File: src/rtl/alu_pkg.sv
// Shared types, packet constants and CRC/parity helpers for the ALU command sequencer.
// The same helpers are available to verification components that import this package.
package alu_pkg;

    typedef enum logic [2:0] {
        OP_AND = 3'b000,
        OP_OR  = 3'b001,
        OP_ADD = 3'b100,
        OP_SUB = 3'b101
    } operation_t;

    typedef enum logic [2:0] {
        ST_IDLE = 3'd0,
        ST_SEND = 3'd1,
        ST_WAIT = 3'd2,
        ST_RECV = 3'd3,
        ST_DONE = 3'd4
    } seq_state_t;

    localparam logic PKT_DATA = 1'b0;
    localparam logic PKT_CTL  = 1'b1;

    // MSB-first serial CRC, polynomial x^4+x+1, init 0
    function automatic logic [3:0] crc4_generate(input logic [67:0] data);
        logic [3:0] crc;
        logic       fb;
        crc = 4'h0;
        for (int i = 67; i >= 0; i--) begin
            fb  = crc[3] ^ data[i];
            crc = {crc[2:0], 1'b0} ^ (fb ? 4'b0011 : 4'b0000);
        end
        return crc;
    endfunction

    function automatic logic [2:0] crc3_generate(input logic [36:0] data);
        logic [2:0] crc;
        logic       fb;
        crc = 3'h0;
        for (int i = 36; i >= 0; i--) begin
            fb  = crc[2] ^ data[i];
            crc = {crc[1:0], 1'b0} ^ (fb ? 3'b011 : 3'b000);
        end
        return crc;
    endfunction

    // Error ctl bytes carry even parity: bit0 must equal the XOR of bits [7:1]
    function automatic logic parity_bad(input logic [7:0] b);
        return (^b[7:1]) != b[0];
    endfunction

    function automatic logic [10:0] pack_packet(input logic typ, input logic [7:0] b);
        return {1'b0, typ, b, 1'b1};
    endfunction

endpackage

File: src/rtl/alu_seq_rx.sv
// Packet deserializer for the ALU response line: hunts a start bit, then samples
// type, 8 payload bits and stop; reports each packet in the cycle its stop bit is sampled.
module alu_seq_rx
    import alu_pkg::*;
(
    input  logic       clk,
    input  logic       rst_n,
    input  logic       en_i,
    input  logic       sout_i,
    output logic       pkt_valid_o,
    output logic       pkt_type_o,
    output logic [7:0] pkt_byte_o,
    output logic       pkt_stop_err_o
);

    logic       busy_q;
    logic [3:0] cnt_q;
    logic [8:0] shift_q;

    // Start-bit hunt and bit sampling; cnt_q==9 is the stop-bit sample
    always_ff @(posedge clk or negedge rst_n) begin
        if (!rst_n) begin
            busy_q  <= 1'b0;
            cnt_q   <= 4'd0;
            shift_q <= 9'd0;
        end else if (!en_i) begin
            busy_q <= 1'b0;
            cnt_q  <= 4'd0;
        end else if (!busy_q) begin
            if (!sout_i) begin
                busy_q <= 1'b1;
                cnt_q  <= 4'd0;
            end
        end else if (cnt_q == 4'd9) begin
            busy_q <= 1'b0;
        end else begin
            shift_q <= {shift_q[7:0], sout_i};
            cnt_q   <= cnt_q + 4'd1;
        end
    end

    assign pkt_valid_o    = busy_q && (cnt_q == 4'd9);
    assign pkt_type_o     = shift_q[8];
    assign pkt_byte_o     = shift_q[7:0];
    assign pkt_stop_err_o = ~sout_i;

endmodule

File: src/rtl/alu_cmd_sequencer.sv
// Serializes one {A, B, op} request onto sin with CRC4 and collects the ALU response.
// Optional response checking (rsp_crc_err) is built when ALU_SEQ_CRC_CHECK_EN is defined.
module alu_cmd_sequencer
    import alu_pkg::*;
#(
    parameter int TIMEOUT_CYCLES = 1000
) (
    input  logic        clk,
    input  logic        rst_n,
    input  logic        req_valid,
    output logic        req_ready,
    input  logic [31:0] req_a,
    input  logic [31:0] req_b,
    input  logic [2:0]  req_op,
    output logic        sin,
    input  logic        sout,
    output logic        rsp_valid,
    input  logic        rsp_ready,
    output logic [31:0] rsp_c,
    output logic [7:0]  rsp_ctl,
    output logic        rsp_timeout
`ifdef ALU_SEQ_CRC_CHECK_EN
    ,
    output logic        rsp_crc_err
`endif
);

    localparam int TW = $clog2(TIMEOUT_CYCLES + 1);

    seq_state_t  state_q;
    logic        sin_q;
    logic        req_ready_q;
    logic        rsp_valid_q;
    logic [31:0] rsp_c_q;
    logic [7:0]  rsp_ctl_q;
    logic        rsp_timeout_q;
    logic [97:0] frame_q;
    logic [6:0]  bit_cnt_q;
    logic [TW-1:0] tcnt_q;
    logic [31:0] c_acc_q;
    logic [2:0]  data_idx_q;

    logic [3:0]  crc4_s;
    logic [98:0] frame_s;
    logic        rx_en_s;
    logic        pkt_valid_s;
    logic        pkt_type_s;
    logic [7:0]  pkt_byte_s;
    logic        pkt_stop_err_s;

    assign crc4_s  = crc4_generate({req_b, req_a, 1'b1, req_op});
    assign frame_s = {pack_packet(PKT_DATA, req_b[31:24]), pack_packet(PKT_DATA, req_b[23:16]),
                      pack_packet(PKT_DATA, req_b[15:8]),  pack_packet(PKT_DATA, req_b[7:0]),
                      pack_packet(PKT_DATA, req_a[31:24]), pack_packet(PKT_DATA, req_a[23:16]),
                      pack_packet(PKT_DATA, req_a[15:8]),  pack_packet(PKT_DATA, req_a[7:0]),
                      pack_packet(PKT_CTL, {1'b0, req_op, crc4_s})};
    assign rx_en_s = (state_q == ST_WAIT) || (state_q == ST_RECV);

    alu_seq_rx u_rx (
        .clk            (clk),
        .rst_n          (rst_n),
        .en_i           (rx_en_s),
        .sout_i         (sout),
        .pkt_valid_o    (pkt_valid_s),
        .pkt_type_o     (pkt_type_s),
        .pkt_byte_o     (pkt_byte_s),
        .pkt_stop_err_o (pkt_stop_err_s)
    );

`ifdef ALU_SEQ_CRC_CHECK_EN
    logic rsp_crc_err_q;
    logic crc_bad_s;
    assign crc_bad_s   = pkt_byte_s[7] ? parity_bad(pkt_byte_s)
                       : (crc3_generate({c_acc_q, 1'b0, pkt_byte_s[6:3]}) != pkt_byte_s[2:0]);
    assign rsp_crc_err = rsp_crc_err_q;
`endif

    // Sequencer FSM with serializer, timeout counter and registered response outputs
    always_ff @(posedge clk or negedge rst_n) begin
        if (!rst_n) begin
            state_q       <= ST_IDLE;
            sin_q         <= 1'b1;
            req_ready_q   <= 1'b1;
            rsp_valid_q   <= 1'b0;
            rsp_c_q       <= 32'd0;
            rsp_ctl_q     <= 8'd0;
            rsp_timeout_q <= 1'b0;
            frame_q       <= 98'd0;
            bit_cnt_q     <= 7'd0;
            tcnt_q        <= '0;
            c_acc_q       <= 32'd0;
            data_idx_q    <= 3'd0;
`ifdef ALU_SEQ_CRC_CHECK_EN
            rsp_crc_err_q <= 1'b0;
`endif
        end else begin
            case (state_q)
                ST_IDLE: begin
                    if (req_valid) begin
                        state_q     <= ST_SEND;
                        req_ready_q <= 1'b0;
                        sin_q       <= frame_s[98];
                        frame_q     <= frame_s[97:0];
                        bit_cnt_q   <= 7'd98;
                        c_acc_q     <= 32'd0;
                        data_idx_q  <= 3'd0;
                    end
                end
                ST_SEND: begin
                    if (bit_cnt_q == 7'd0) begin
                        state_q <= ST_WAIT;
                        sin_q   <= 1'b1;
                        tcnt_q  <= '0;
                    end else begin
                        sin_q     <= frame_q[97];
                        frame_q   <= {frame_q[96:0], 1'b1};
                        bit_cnt_q <= bit_cnt_q - 7'd1;
                    end
                end
                ST_WAIT: begin
                    if (!sout) begin
                        state_q <= ST_RECV;
                    end else if (tcnt_q == TW'(TIMEOUT_CYCLES - 1)) begin
                        state_q       <= ST_DONE;
                        rsp_valid_q   <= 1'b1;
                        rsp_c_q       <= 32'd0;
                        rsp_ctl_q     <= 8'd0;
                        rsp_timeout_q <= 1'b1;
`ifdef ALU_SEQ_CRC_CHECK_EN
                        rsp_crc_err_q <= 1'b0;
`endif
                    end else begin
                        tcnt_q <= tcnt_q + TW'(1);
                    end
                end
                ST_RECV: begin
                    // Any ctl packet or broken stop bit ends the response
                    if (pkt_valid_s) begin
                        if (pkt_stop_err_s || (pkt_type_s == PKT_CTL)) begin
                            state_q       <= ST_DONE;
                            rsp_valid_q   <= 1'b1;
                            rsp_c_q       <= c_acc_q;
                            rsp_ctl_q     <= pkt_stop_err_s ? 8'hFF : pkt_byte_s;
                            rsp_timeout_q <= 1'b0;
`ifdef ALU_SEQ_CRC_CHECK_EN
                            rsp_crc_err_q <= pkt_stop_err_s | crc_bad_s;
`endif
                        end else if (data_idx_q < 3'd4) begin
                            c_acc_q[{~data_idx_q[1:0], 3'b000} +: 8] <= pkt_byte_s;
                            data_idx_q <= data_idx_q + 3'd1;
                        end
                    end
                end
                ST_DONE: begin
                    if (rsp_ready) begin
                        state_q     <= ST_IDLE;
                        rsp_valid_q <= 1'b0;
                        req_ready_q <= 1'b1;
                    end
                end
                default: begin
                    state_q     <= ST_IDLE;
                    sin_q       <= 1'b1;
                    rsp_valid_q <= 1'b0;
                    req_ready_q <= 1'b1;
                end
            endcase
        end
    end

    assign sin         = sin_q;
    assign req_ready   = req_ready_q;
    assign rsp_valid   = rsp_valid_q;
    assign rsp_c       = rsp_c_q;
    assign rsp_ctl     = rsp_ctl_q;
    assign rsp_timeout = rsp_timeout_q;

endmodule

File: config.mk
export PLATFORM = sky130hd
export DESIGN_NAME = alu_cmd_sequencer
export DESIGN_NICKNAME = d
export VERILOG_FILES = /design/src/rtl/alu_pkg.sv /design/src/rtl/alu_seq_rx.sv /design/src/rtl/alu_cmd_sequencer.sv
export SDC_FILE = /design/constraint.sdc
export NUM_CORES = 1
export LEC_CHECK = 0
export ABC_AREA = 1
export CORE_MARGIN = 5
export CORE_UTILIZATION = 40
export CTS_CLUSTER_SIZE = 30
export DETAILED_ROUTE_END_ITERATION = 16
export PLACE_DENSITY = 0.58
export SYNTH_ARGS = -nofsm -noshare
export SYNTH_HDL_FRONTEND = slang
export SYNTH_SLANG_ARGS = --single-unit
File: constraint.sdc
create_clock -name clk -period 2.6 [get_ports clk]
set_input_delay 0.52 -clock clk [delete_from_list [all_inputs] [get_ports clk]]
set_output_delay 0.52 -clock clk [all_outputs]
set_load 0.01 [all_outputs]
Word-level counts from Yosys, hierarchy flattened. Cells that the tools add are included.

Register bits: 211. Input port bits: 72. Output and inout bits: 44. Logic and storage cells: 334.

$add $sub $neg: 5. Order comparisons: 1. Equal/unequal tests: 20. Shifts and indexed selects: 2. Muxes and demuxes: 130. Bitwise operators: 139. Reductions and logical operators: 22.

Operators with widths (number): 4-bit by 2-bit XOR with 4-bit output (66); 32-bit two-way mux (8); 98-bit two-way mux (2); 98-bit case mux with 2 select lines (1); 2-bit two-way mux (68); 32-bit case mux with 2 select lines (2); 1-bit XOR (64); 8-bit two-way mux (5); 3-bit two-way mux (11); 32-bit bitwise mux (1); 8-bit by 7-bit variable shift with 32-bit output (first input constant) (1); 8-bit by 7-bit indexed part select with 32-bit output (1); 10-bit two-way mux (3); 10-bit case mux with 2 select lines (1); 4-bit two-way mux (4); 2-bit inequality test (second input constant) (8); 8-bit case mux with 2 select lines (1); 3-bit case mux with 5 select lines (1); 1-bit two-way mux (14); 7-bit two-way mux (2); 7-bit case mux with 2 select lines (1); 6-bit AND reduction (2); 10-bit by 1-bit adder with 10-bit output (second input constant) (1); 10-bit == test (second input constant) (1); 31 further kinds (50).

Longest topological paths before layout. Gate-level depths: netlist (run 1).

Depth in word-level cells: 200. Mapped depth: 70. Gate-level depth less buffers: 69.

By module. A second synthesis (run 1) with hierarchy kept.

Cell total of the unflattened synthesis: 1656. Area, all modules: 12057.8 um^2.

Modules (own cells, without submodules): alu_cmd_sequencer (times used 1, cells each 1580, area each 11352.1 um^2, seq. area each 4932.2 um^2); alu_seq_rx (times used 1, cells each 76, area each 705.7 um^2, seq. area each 350.3 um^2).

Worst setup path before layout (run 1). No wires, ideal clock.

Path kind: input port to flip-flop. Start: in req_b[28]. End: reg frame_q[4]. Library setup time: 0.117 ns. Arrival: 4.963 ns. Data required time: 2.483 ns. Setup slack: -2.480 ns. Stages on the path: 62. Path buffers: 1. Cells stage by stage: buf_4 xnor2_1 nand2_1 nand2_2 nand2_1 nand2_1 inv_2 nand2_2 nand2_2 nand2_1 nand2_1 nand2_2 nand3_1 nand2_2 nand2_2 nand3_1 nand3_1 nand2_2 [26 not listed] nand3_1 nand2_2 nand2_1 nand2_1 inv_1 nand2_1 nand2_2 or2_1 nand2_1 nand2_1 nand2_2 inv_2 nand2_1 nand2_1 nand2_1 nand3_1 nand2_1 nand2_1.

Cells in the longest elaborated chain, start to end: 109. Elaborated cells between the ends (all ways): 184. Those cells by class: 61 x mux; 123 x bitwise.

RTL lines: start, declared (line alu_cmd_sequencer.sv:13) `input logic [31:0] req_b,`; 1-bit XOR (*) (line alu_pkg.sv:29) `fb = crc[3] ^ data[i];`; 2-bit two-way mux (*) (line alu_pkg.sv:30) `crc = {crc[2:0], 1'b0} ^ (fb ? 4'b0011 : 4'b0000);`; 4-bit by 2-bit XOR with 4-bit output (*) (3 in series) (line alu_pkg.sv:30); 1-bit XOR or 4-bit by 2-bit XOR with 4-bit output (tied branches) (line alu_pkg.sv:29, alu_pkg.sv:30); 2-bit two-way mux or 1-bit XOR (tied branches) (line alu_pkg.sv:30, alu_pkg.sv:29); 4-bit by 2-bit XOR with 4-bit output (*) (3 in series) (line alu_pkg.sv:30); 1-bit XOR or 4-bit by 2-bit XOR with 4-bit output (tied branches) (line alu_pkg.sv:29, alu_pkg.sv:30); 2-bit two-way mux, or another cell as far along (line alu_pkg.sv:30); [84 not listed]; 1-bit XOR or 4-bit by 2-bit XOR with 4-bit output (tied branches) (line alu_pkg.sv:29, alu_pkg.sv:30); 2-bit two-way mux or 1-bit XOR (tied branches) (line alu_pkg.sv:30, alu_pkg.sv:29); 4-bit by 2-bit XOR with 4-bit output (*) (4 in series) (line alu_pkg.sv:30); 1-bit XOR (line alu_pkg.sv:29); 2-bit two-way mux (line alu_pkg.sv:30); 4-bit by 2-bit XOR with 4-bit output (*) (3 in series) (line alu_pkg.sv:30); 98-bit two-way mux (*) (line alu_cmd_sequencer.sv:99) `if (req_valid) begin`; 98-bit case mux with 2 select lines (*) (line alu_cmd_sequencer.sv:97) `case (state_q)`; end signal, assigned (line alu_cmd_sequencer.sv:103) `frame_q <= frame_s[97:0];`; end signal, assigned (line alu_cmd_sequencer.sv:116) `frame_q <= {frame_q[96:0], 1'b1};`; end, declared (line alu_cmd_sequencer.sv:37) `logic [97:0] frame_q;`.

Every way passes the cells marked *; elsewhere a longest branch is shown, timed or not. The select of a mux whose other input is x is not followed. A chain may end at the register's enable or synchronous reset.

Worst setup path after layout (run 1).
Start: in req_b[29]. End: reg frame_q[2].

Cells in the longest elaborated chain, start to end: 112. Elaborated cells between the ends (all ways): 191. Those cells by class: 64 x mux; 127 x bitwise.

RTL lines (line): 1-bit XOR (*) (alu_pkg.sv:29); 2-bit two-way mux (*) (alu_pkg.sv:30); 4-bit by 2-bit XOR with 4-bit output (*) (3 in series) (alu_pkg.sv:30); 1-bit XOR or 4-bit by 2-bit XOR with 4-bit output (tied branches) (alu_pkg.sv:29, alu_pkg.sv:30); 2-bit two-way mux or 1-bit XOR (tied branches) (alu_pkg.sv:30, alu_pkg.sv:29); 4-bit by 2-bit XOR with 4-bit output (*) (3 in series) (alu_pkg.sv:30); 1-bit XOR or 4-bit by 2-bit XOR with 4-bit output (tied branches) (alu_pkg.sv:29, alu_pkg.sv:30); 2-bit two-way mux or 1-bit XOR (tied branches) (alu_pkg.sv:30, alu_pkg.sv:29); [88 not listed]; 1-bit XOR or 4-bit by 2-bit XOR with 4-bit output (tied branches) (alu_pkg.sv:29, alu_pkg.sv:30); 2-bit two-way mux or 1-bit XOR (tied branches) (alu_pkg.sv:30, alu_pkg.sv:29); 4-bit by 2-bit XOR with 4-bit output (*) (4 in series) (alu_pkg.sv:30); 1-bit XOR or 4-bit by 2-bit XOR with 4-bit output (tied branches) (alu_pkg.sv:29, alu_pkg.sv:30); 2-bit two-way mux or 1-bit XOR (tied branches) (alu_pkg.sv:30, alu_pkg.sv:29); 4-bit by 2-bit XOR with 4-bit output (*) (2 in series) (alu_pkg.sv:30); 98-bit two-way mux (*) (alu_cmd_sequencer.sv:99); 98-bit case mux with 2 select lines (*) (alu_cmd_sequencer.sv:97).

Marks and branches as above.

==> results.sh, run 1 <==
export IMPL_cts_tree="built"
export IMPL_finish_utilization=0.552
export IMPL_antenna_cells=0
export IMPL_synth_edff_count=0
export IMPL_wl_per_cell_um=14.3
export IMPL_firstDrtPassIters=5
export IMPL_ctsLongestPathBuffers=3
export IMPL_numPortBuffers=115
export IMPL_drc_errors=0
export IMPL_vias=10800
export IMPL_ys_ff_latch=211
export IMPL_path_common_cell="nand2_2"
export IMPL_area_growth_pct=35.8
export IMPL_ys_types=38
export IMPL_crit_required_ns=2.99
export IMPL_hold_viol_final=0
export IMPL_hold_class="input port to flop"
export IMPL_ys_flop_type="dfrtp_1"
export IMPL_final_common_cell="nand2_1"
export IMPL_syn_inst=1550
export IMPL_cts_root_buf="clkbuf_16"
export IMPL_finalSetupTns_ns=-11.36
export IMPL_antenna_left=0
export IMPL_cpMaxStageDelayCell="nand3b_1"
export IMPL_wl_um=30600
export IMPL_slew_violations=0
export IMPL_row_count=62
export IMPL_fin_area_sq_um=15900
export IMPL_placed_area_sq_um=13900
export IMPL_coreArea_sq_um=28900
export IMPL_drtIter0Drc=601
export IMPL_track_usage=0.178
export IMPL_die_y_um=181
export IMPL_cts_clk_slew_worst_paths_ns=0.06
export IMPL_crit_path_start_kind="input port"
export IMPL_antenna_found_initial=2
export IMPL_setup_violations_final=4
export IMPL_floorplan_initialDensity=0.407
export IMPL_drt_vias_per_instance=5.05
export IMPL_nets=1818
export IMPL_cp_arrival_ns=5.87
export IMPL_layout_common_cells="nand2_1 (294), dfrtp_1 (209), inv_1 (196)"
export IMPL_hpwl_um=20600
export IMPL_cp_endpoint="frame_q[2]"
export IMPL_maxCapViolCount=0
export IMPL_htree_levels=1
export IMPL_critical_path_class="input port to flop"
export IMPL_rsz0062_at_grt="yes"
export IMPL_drive_above_1_share=0.269
export IMPL_crit_path_end_kind="flop"
export IMPL_max_slew_margin=0.458
export IMPL_failed_checks="negative setup slack"
export IMPL_syn_area_per_cell_sq_um=7.57
export IMPL_cp_max_fo=6
export IMPL_grt_pass1_vias=10500
export IMPL_regToRegStartpoint="state_q[2]"
export IMPL_rrSetupSlack_ns=0.28
export IMPL_crit_start="req_b[29]"
export IMPL_yosys_warnings=0
export IMPL_clock_latency_ns=0.50
export IMPL_r2r_end="c_acc_q[14]"
export IMPL_cts_made_buffers=23
export IMPL_synthTopCellsByArea="dfrtp_1 (45%), nand2_1 (14%), inv_1 (6.7%), nand3_1 (5.9%), o21ai_0 (4.9%)"
export IMPL_synth_top_area_share=0.446
export IMPL_die_w_um=181
export IMPL_cts_sinks=211
export IMPL_syn_nets=1631
export IMPL_grt_pass1_wl_um=50700
export IMPL_cpPeakStageDelay_ns=0.23
export IMPL_synth_top_area_cell="dfrtp_1"
export IMPL_dieArea_sq_um=32900
export IMPL_min_period_ns=5.49
export IMPL_seq_area_frac_synth=0.450
export IMPL_outcome="complete, but fails checks"
export IMPL_gp_congestion=0.863
export IMPL_fmax_ghz=0.182
export IMPL_r2r_cells=12
export IMPL_synthesis_area_sq_um=11700
export IMPL_grt_max_degree=85
export IMPL_fin_ws_ns=-2.89
export IMPL_tightest_slew_ns=0.813
export IMPL_overflow=0
export IMPL_async_flop_share=1.00
export IMPL_clock_skew_ns=0.00822
export IMPL_io_pin_count=116
export IMPL_min_period_over_period=2.11
export IMPL_holdWs_ns=0.421
## flip-flops by register name, indices dropped and copies added (netlist names)
register      count
state_q           3
u_rx.cnt_q        4
c_acc_q          32
rsp_valid         1
rsp_timeout       1
rsp_c            32
bit_cnt_q         7
u_rx.busy_q       1
sin               1
tcnt_q           10
req_ready         1
data_idx_q        3
frame_q          98
rsp_ctl           8
u_rx.shift_q      9
## how the worst min path moves through the flow
| stage | start | to | slack [ns] | cells past startpoint |
|---|---|---|---|---|
| 3_5_place_dp | frame_q[0] | frame_q[0] | 0.44 | 2 |
| 4_1_cts | req_b[28] | frame_q[93] | 0.41 | 4 |
| 6_report | req_b[27] | frame_q[92] | 0.42 | 4 |
| 5_1_grt | req_b[27] | frame_q[92] | 0.43 | 4 |
| 2_1_floorplan | rst_n | bit_cnt_q[0] | 0.22 | 0 |
| 3_3_place_gp | frame_q[0] | frame_q[0] | 0.43 | 2 |
## per-stage QoR
| step | std cells | setup slack, ns |
|---|---|---|
| finish | 2137 | -2.89 |
| global route | 2137 | -3.29 |
| CTS | 2130 | -2.64 |
| detailed placement | 2087 | -3.74 |
| global placement | 2087 | -3.63 |
| floorplan | 1550 | -2.47 |
## cells by family after synthesis
group                      count (synthesis)  share of synthesized area
and+or+nand+nor                          764                      0.296
DFF                                      211                      0.450
buffers and inverters                    283                     0.0909
adders and majority gates                  9                    0.00960
xor gates and xnor gates                   9                    0.00906
AOI/OAI and AO/OA                        274                      0.144
## cell usage after synthesis (5+ instances only)
library cell and number:
a22oi_1 10, nand2_2 64, o211ai_1 43, nand2_4 8, nor3_1 9, a21oi_1 16, nand3_1 138, o22ai_1 50
inv_2 18, buf_1 5, nand3b_1 15, o21ai_0 114, nand3_2 15, o41ai_1 24, clkbuf_1 48, nand4_1 7
ha_1 9, nor2_1 71, nand2_1 425, o31ai_1 10, inv_1 209, dfrtp_1 209
## what timing repair did
item	in CTS	in global routing
resized for setup	167	196
hold buffers	1	0
hold endpoints to repair	46	0
setup endpoints to repair	4	17
pin swaps	58	108
buffers inserted	1	7
## layout make-up
cell class                 count  area (sq um)
inverter                     229           881
clock buffer                  36           644
timing repair buffer         216          1990
tap                          384           480
fill                        2725         12900
sequential                   211          5280
clock inverter                 5          75.1
multi-input combinational   1056          6570
## worst max-delay path: cells and delay by family
family | cells | cell delay [ns]
and+or+nand+nor | 50 | 4.46
buffers and inverters | 8 | 0.69
xor gates and xnor gates | 1 | 0.22
## layer usage
layer / part of all wire / vias to the layer above / GRT usage
li1: - / 5457 / -
met1: 0.46 / 5108 / 0.245
met2: 0.48 / 164 / 0.299
met3: 0.038 / 54 / 0.0290
met4: 0.021 / 4 / 0.0390
met5: 0.00069 / - / 0
Power of run 1 is not shown: default switching activity piles up to over one toggle a cycle in this logic, so the estimate is an artifact.
==> run 2, diff against run 1 <==
--- a/config.mk
+++ b/config.mk
@@ -10,7 +10,9 @@
 export CORE_UTILIZATION = 40
 export CTS_CLUSTER_SIZE = 30
 export DETAILED_ROUTE_END_ITERATION = 16
-export PLACE_DENSITY = 0.58
+export DONT_BUFFER_PORTS = 1
+export PLACE_DENSITY = 0.53
 export SYNTH_ARGS = -nofsm -noshare
 export SYNTH_HDL_FRONTEND = slang
+export SYNTH_HIERARCHICAL = 1
 export SYNTH_SLANG_ARGS = --single-unit
==> run 2 against run 1 <==
The run ends with negative hold slack, negative setup slack left. Fmax is 2.4% higher. Global-route usage decreased by 0.54 points. Highest routed layer is now met4. Synthesized cell count grew 6.8%. Sequential cell count unchanged.
==> results.sh, run 2 <==
export IMPL_fmax_ghz=0.187
export IMPL_holdWs_ns=-0.318
export IMPL_track_usage=0.173
export IMPL_cpMaxStageDelayCell="nand3b_1"
export IMPL_area_growth_pct=21.8
export IMPL_synthTopCellsByArea="dfrtp_1 (43%), nand2_1 (16%), nand3_1 (6.8%), inv_1 (6.1%), o21ai_0 (5.4%)"
export IMPL_finish_utilization=0.494
export IMPL_vias=10500
export IMPL_clock_latency_ns=0.54
export IMPL_outcome="complete, but fails checks"
export IMPL_yosysMostFrequentCell="nand2_1"
export IMPL_syn_inst=1656
export IMPL_cts_tree="built"
export IMPL_ctsLongestPathBuffers=3
export IMPL_drt_vias_per_instance=5.07
export IMPL_drive_above_1_share=0.259
export IMPL_failed_checks="negative hold slack, negative setup slack"
export IMPL_fillCellCount=2951
export IMPL_yosys_warnings=6
export IMPL_gp_congestion=0.826
export IMPL_min_period_ns=5.36
export IMPL_crit_path_start_kind="input port"
export IMPL_die_w_um=184
export IMPL_fin_ws_ns=-2.76
export IMPL_synth_top_area_share=0.434
export IMPL_syn_area_per_cell_sq_um=7.28
export IMPL_maxCapViolCount=0
export IMPL_synthesis_area_sq_um=12100
export IMPL_antenna_left=0
export IMPL_cpPeakStageDelay_ns=0.17
export IMPL_synth_top_area_cell="dfrtp_1"
export IMPL_overflow=0
export IMPL_htree_levels=1
export IMPL_rsz0062_at_grt="yes"
export IMPL_hpwl_um=20000
export IMPL_largest_reg_flops=98
export IMPL_critical_path_class="input port to flop"
export IMPL_row_count=63
export IMPL_max_slew_margin=0.538
export IMPL_wl_um=29800
export IMPL_min_period_over_period=2.06
export IMPL_tightest_slew_ns=0.693
export IMPL_grt_pass1_vias=10400
export IMPL_path_common_cell="nand2_4"
export IMPL_drtIter0Drc=562
export IMPL_antenna_cells=0
export IMPL_seq_area_frac_synth=0.438
export IMPL_grt_pass1_wl_um=49900
export IMPL_critPathTopFamily="simple AND/OR/NAND/NOR gates"
export IMPL_crit_path_end_kind="flop"
export IMPL_wl_per_cell_um=14.3
export IMPL_layout_common_cells="nand2_1 (362), dfrtp_1 (208), inv_1 (183)"
export IMPL_syn_nets=1737
export IMPL_ys_ff_latch=211
export IMPL_cts_made_buffers=25
export IMPL_crit_required_ns=3.02
export IMPL_cp_max_fo=6
export IMPL_final_common_cell="nand2_1"
export IMPL_numPortBuffers=0
export IMPL_coreArea_sq_um=29700
export IMPL_dieArea_sq_um=33700
export IMPL_io_pin_count=116
export IMPL_regMostFlops="frame_q"
export IMPL_cts_sinks=211
export IMPL_async_flop_share=1.00
export IMPL_setup_violations_final=4
export IMPL_floorplan_initialDensity=0.406
export IMPL_die_y_um=184
export IMPL_clock_skew_ns=0.0226
export IMPL_synth_edff_count=0
export IMPL_drc_errors=0
export IMPL_antenna_found_initial=0
export IMPL_ys_top_cells_by_count="nand2_1 (501), dfrtp_1 (209), inv_1 (196)"
export IMPL_hold_class="input port to asynchronous set/reset pin"
export IMPL_cp_arrival_ns=5.78
export IMPL_grt_max_degree=212
export IMPL_ys_types=43
export IMPL_slew_violations=0
export IMPL_path_buf_inv=7
export IMPL_hold_viol_final=210
export IMPL_cts_root_buf="clkbuf_16"
export IMPL_ys_flop_type="dfrtp_1"
export IMPL_cts_clk_slew_worst_paths_ns=0.06
export IMPL_firstDrtPassIters=5
export IMPL_nets=1752
## run 2: cell types whose count changed after synthesis, moves of 10 or more
cell      previous run  this run
a22oi_1             10         0
a31oi_1              0        42
inv_1              209       196
nand2_1            425       501
nand3_1            138       165
nor2_1              71        85
o211ai_1            43        30
o21ai_0            114       129
o22ai_1             50         2
o31ai_1             10        26
o41ai_1             24         1
## run 2: cell type report
class                           instances  area, sq um  area share
Inverter                              216          822      0.0560
Multi-Input combinational cell       1169         6890       0.469
Tap cell                              390          488      0.0332
Clock buffer                           37          721      0.0491
Timing Repair Buffer                   48          402      0.0274
Sequential cell                       211         5280       0.360
Clock inverter                          7         78.8     0.00537
## run 2: metal layers
layer,GRT usage,vias to the layer above,share of wire
li1,-,5412,-
met1,0.225,4937,0.45
met2,0.301,157,0.49
met3,0.0328,34,0.047
met4,0.0355,0,0.017
met5,0,-,0
## run 2: cells by family (layout without fill, tap and decap cells)
| kind of cell | count (synthesis) | after routing | synth area share |
|---|---|---|---|
| and+or+nand+nor | 891 | 891 | 0.332 |
| DFF | 211 | 211 | 0.438 |
| adders and majority gates | 9 | 9 | 0.00934 |
| AOI/OAI and AO/OA | 266 | 266 | 0.131 |
| buffers and inverters | 276 | 308 | 0.0870 |
| xor gates and xnor gates | 3 | 3 | 0.00218 |
## run 2: per-stage QoR
| stage | setup WS, ns | TNS [ns] | cell area, sq um | hold slack [ns] | std cells |
|---|---|---|---|---|---|
| after floorplan | -2.50 | -9.87 | 12100 | 0.224 | 1656 |
| after global placement | -3.28 | -12.95 | 12700 | 0.230 | 2023 |
| after detailed placement | -3.37 | -13.36 | 12700 | 0.230 | 2023 |
| after CTS | -2.62 | -10.44 | 14100 | -0.353 | 2074 |
| after global routing | -3.19 | -12.72 | 14700 | -0.356 | 2078 |
| final | -2.76 | -10.92 | 14700 | -0.318 | 2078 |
## run 2: final timing paths
kind | start | cells past startpoint | slack [ns] | end
max | req_b[27] | 66 | -2.76 | frame_q[3]
min | rst_n | 0 | -0.32 | rsp_c[27]
max reg2reg | state_q[2] | 11 | 0.27 | bit_cnt_q[4]
min reg2reg | frame_q[0] | 1 | 0.47 | frame_q[0]
max in group asynchronous | rst_n | 0 | 2.50 | req_ready
min in group clk | req_a[1] | 2 | 0.14 | frame_q[13]
## run 2: what timing repair did
action	in CTS	in global routing
pin swaps	52	75
hold endpoints to repair	211	211
setup buffers	7	4
gates cloned	0	0
gates resized for setup	139	149
endpoints found under the setup margin	4	27
Power of run 2 is left out for the same reason.
==> run 3, diff against run 2 <==
--- a/config.mk
+++ b/config.mk
@@ -8,10 +8,9 @@
 export ABC_AREA = 1
 export CORE_MARGIN = 5
 export CORE_UTILIZATION = 40
-export CTS_CLUSTER_SIZE = 30
 export DETAILED_ROUTE_END_ITERATION = 16
-export DONT_BUFFER_PORTS = 1
-export PLACE_DENSITY = 0.53
+export PLACE_DENSITY = 0.58
+export REMOVE_ABC_BUFFERS = 1
 export SYNTH_ARGS = -nofsm -noshare
 export SYNTH_HDL_FRONTEND = slang
 export SYNTH_HIERARCHICAL = 1
==> run 3 against run 2 <==
The flow finishes with violations (negative setup slack). Final cell count increased by 8.8%. Setup slack got worse by 0.34 ns. Sequential cell count unchanged. First-iteration DRC count increased by 10%. Routed wire length increased by 4.4%. Via count increased by 8.5%. Worst hold slack improved by 0.73 ns. Critical endpoint unchanged.
==> results.sh, run 3 (same netlist as run 2, synthesis figures left out) <==
export IMPL_outcome="complete, but fails checks"
export IMPL_failed_checks="negative setup slack"
export IMPL_drtIter0Drc=619
export IMPL_track_usage=0.171
export IMPL_finalSetupTns_ns=-12.20
export IMPL_antenna_cells=0
export IMPL_wl_um=31100
export IMPL_crit_path_end_kind="flop"
export IMPL_final_cell_count_no_fill=2261
export IMPL_drc_errors=0
export IMPL_min_period_ns=5.70
export IMPL_fin_ws_ns=-3.10
export IMPL_coreArea_sq_um=29700
export IMPL_hold_viol_final=0
export IMPL_dieArea_sq_um=33700
export IMPL_nets=1936
export IMPL_crit_path_start_kind="input port"
export IMPL_floorplan_initialDensity=0.406
export IMPL_setup_violations_final=4
export IMPL_grt_max_degree=81
export IMPL_cp_arrival_ns=6.09
export IMPL_r2r_cells=11
export IMPL_path_common_cell="nand2_4"
export IMPL_overflow=0
export IMPL_row_count=63
export IMPL_cts_tree="built"
export IMPL_cpPeakStageDelay_ns=0.15
export IMPL_hpwl_um=20500
export IMPL_final_common_cell="nand2_1"
export IMPL_drt_vias_per_instance=5.06
export IMPL_io_pin_count=116
export IMPL_die_y_um=184
export IMPL_placed_area_sq_um=14300
export IMPL_grt_pass1_wl_um=50300
export IMPL_wl_per_cell_um=13.7
export IMPL_critical_path_class="input port to flop"
export IMPL_largest_reg_flops=98
export IMPL_clock_latency_ns=0.50
export IMPL_firstDrtPassIters=5
export IMPL_dp_cells=2202
export IMPL_die_w_um=184
export IMPL_vias=11400
export IMPL_cpMaxStageDelayCell="nand3b_1"
export IMPL_cp_max_fo=4
export IMPL_layout_common_cells="nand2_1 (322), dfrtp_1 (208), inv_1 (175)"
export IMPL_drive_above_1_share=0.315
export IMPL_min_period_over_period=2.19
export IMPL_gp_congestion=0.848
export IMPL_cts_made_buffers=24
export IMPL_cts_clk_slew_worst_paths_ns=0.06
export IMPL_clock_skew_ns=0.00919
export IMPL_slew_violations=0
export IMPL_max_slew_margin=0.554
export IMPL_grt_pass1_vias=10900
export IMPL_tightest_slew_ns=0.664
export IMPL_numPortBuffers=115
export IMPL_fmax_ghz=0.176
export IMPL_holdWs_ns=0.410
export IMPL_area_growth_pct=41.8
export IMPL_htree_levels=1
export IMPL_regMostFlops="frame_q"
export IMPL_fin_area_sq_um=17100
export IMPL_cts_sinks=211
export IMPL_cts_root_buf="clkbuf_16"
export IMPL_rsz0062_at_grt="yes"
export IMPL_crit_required_ns=2.99
export IMPL_hold_depth=4
export IMPL_antenna_found_initial=0
export IMPL_maxCapViolCount=0
export IMPL_hold_class="input port to flop"
export IMPL_antenna_left=0
export IMPL_ctsLongestPathBuffers=3
run 3: cell count changes in the layout (fill, tap and decap cells not counted), sizes merged:
cell / previous run / this run
inv: 215 / 216
clkinv: 7 / 4
buf: 48 / 126
clkbuf: 37 / 39
clkdlybuf4s50: 0 / 101
dlygate4sd3: 0 / 1
dlygate4sd2: 0 / 3
run 3: what timing repair did:
item                                   4_1_cts  5_1_grt
endpoints found under the hold margin       37        0
setup buffers                               10        6
hold buffers                                 1        0
pin swaps                                   98      170
resized for setup                          251      276
setup endpoints to repair                    4       45
run 3: final cells by class:
| cell class | instances | area, sq um |
|---|---|---|
| Clock buffer | 37 | 761 |
| Clock inverter | 5 | 53.8 |
| Fill cell | 2694 | 12600 |
| Inverter | 216 | 838 |
| Multi-Input combinational cell | 1169 | 7540 |
| Sequential cell | 211 | 5280 |
| Tap cell | 390 | 488 |
| Timing Repair Buffer | 233 | 2140 |
run 3: routing by layer:
metal / wire length (um) / global-route usage / share of wire / vias to the layer above
met2: 15300 / 0.290 / 0.49 / 176
met4: 593 / 0.0343 / 0.019 / 0
li1: - / - / - / 5790
met3: 967 / 0.0188 / 0.031 / 48
met1: 14200 / 0.239 / 0.46 / 5420
met5: 0 / 0 / 0 / -
run 3: final timing paths:
check | startpoint | slack (ns) | to
max | req_b[27] | -3.10 | frame_q[3]
min | req_b[28] | 0.41 | frame_q[93]
max reg2reg | u_rx/cnt_q[1] | 0.30 | rsp_c[15]
min reg2reg | frame_q[0] | 0.47 | frame_q[0]
max in group asynchronous | rst_n | 1.33 | frame_q[42]
min in group asynchronous | rst_n | 0.52 | c_acc_q[8]
run 3: critical path: cells and delay by family:
family | cells | cell delay, ns
AND/OR/NAND/NOR | 57 | 4.97
buffers and inverters | 7 | 0.58
run 3: through the flow:
stage | util | worst slack (ns)
finish | 0.576 | -3.10
global route | 0.576 | -3.54
CTS | 0.534 | -2.81
detailed placement | 0.482 | -3.96
global placement | 0.482 | -3.82
floorplan | - | -18.57
Power of run 3 is left out for the same reason.
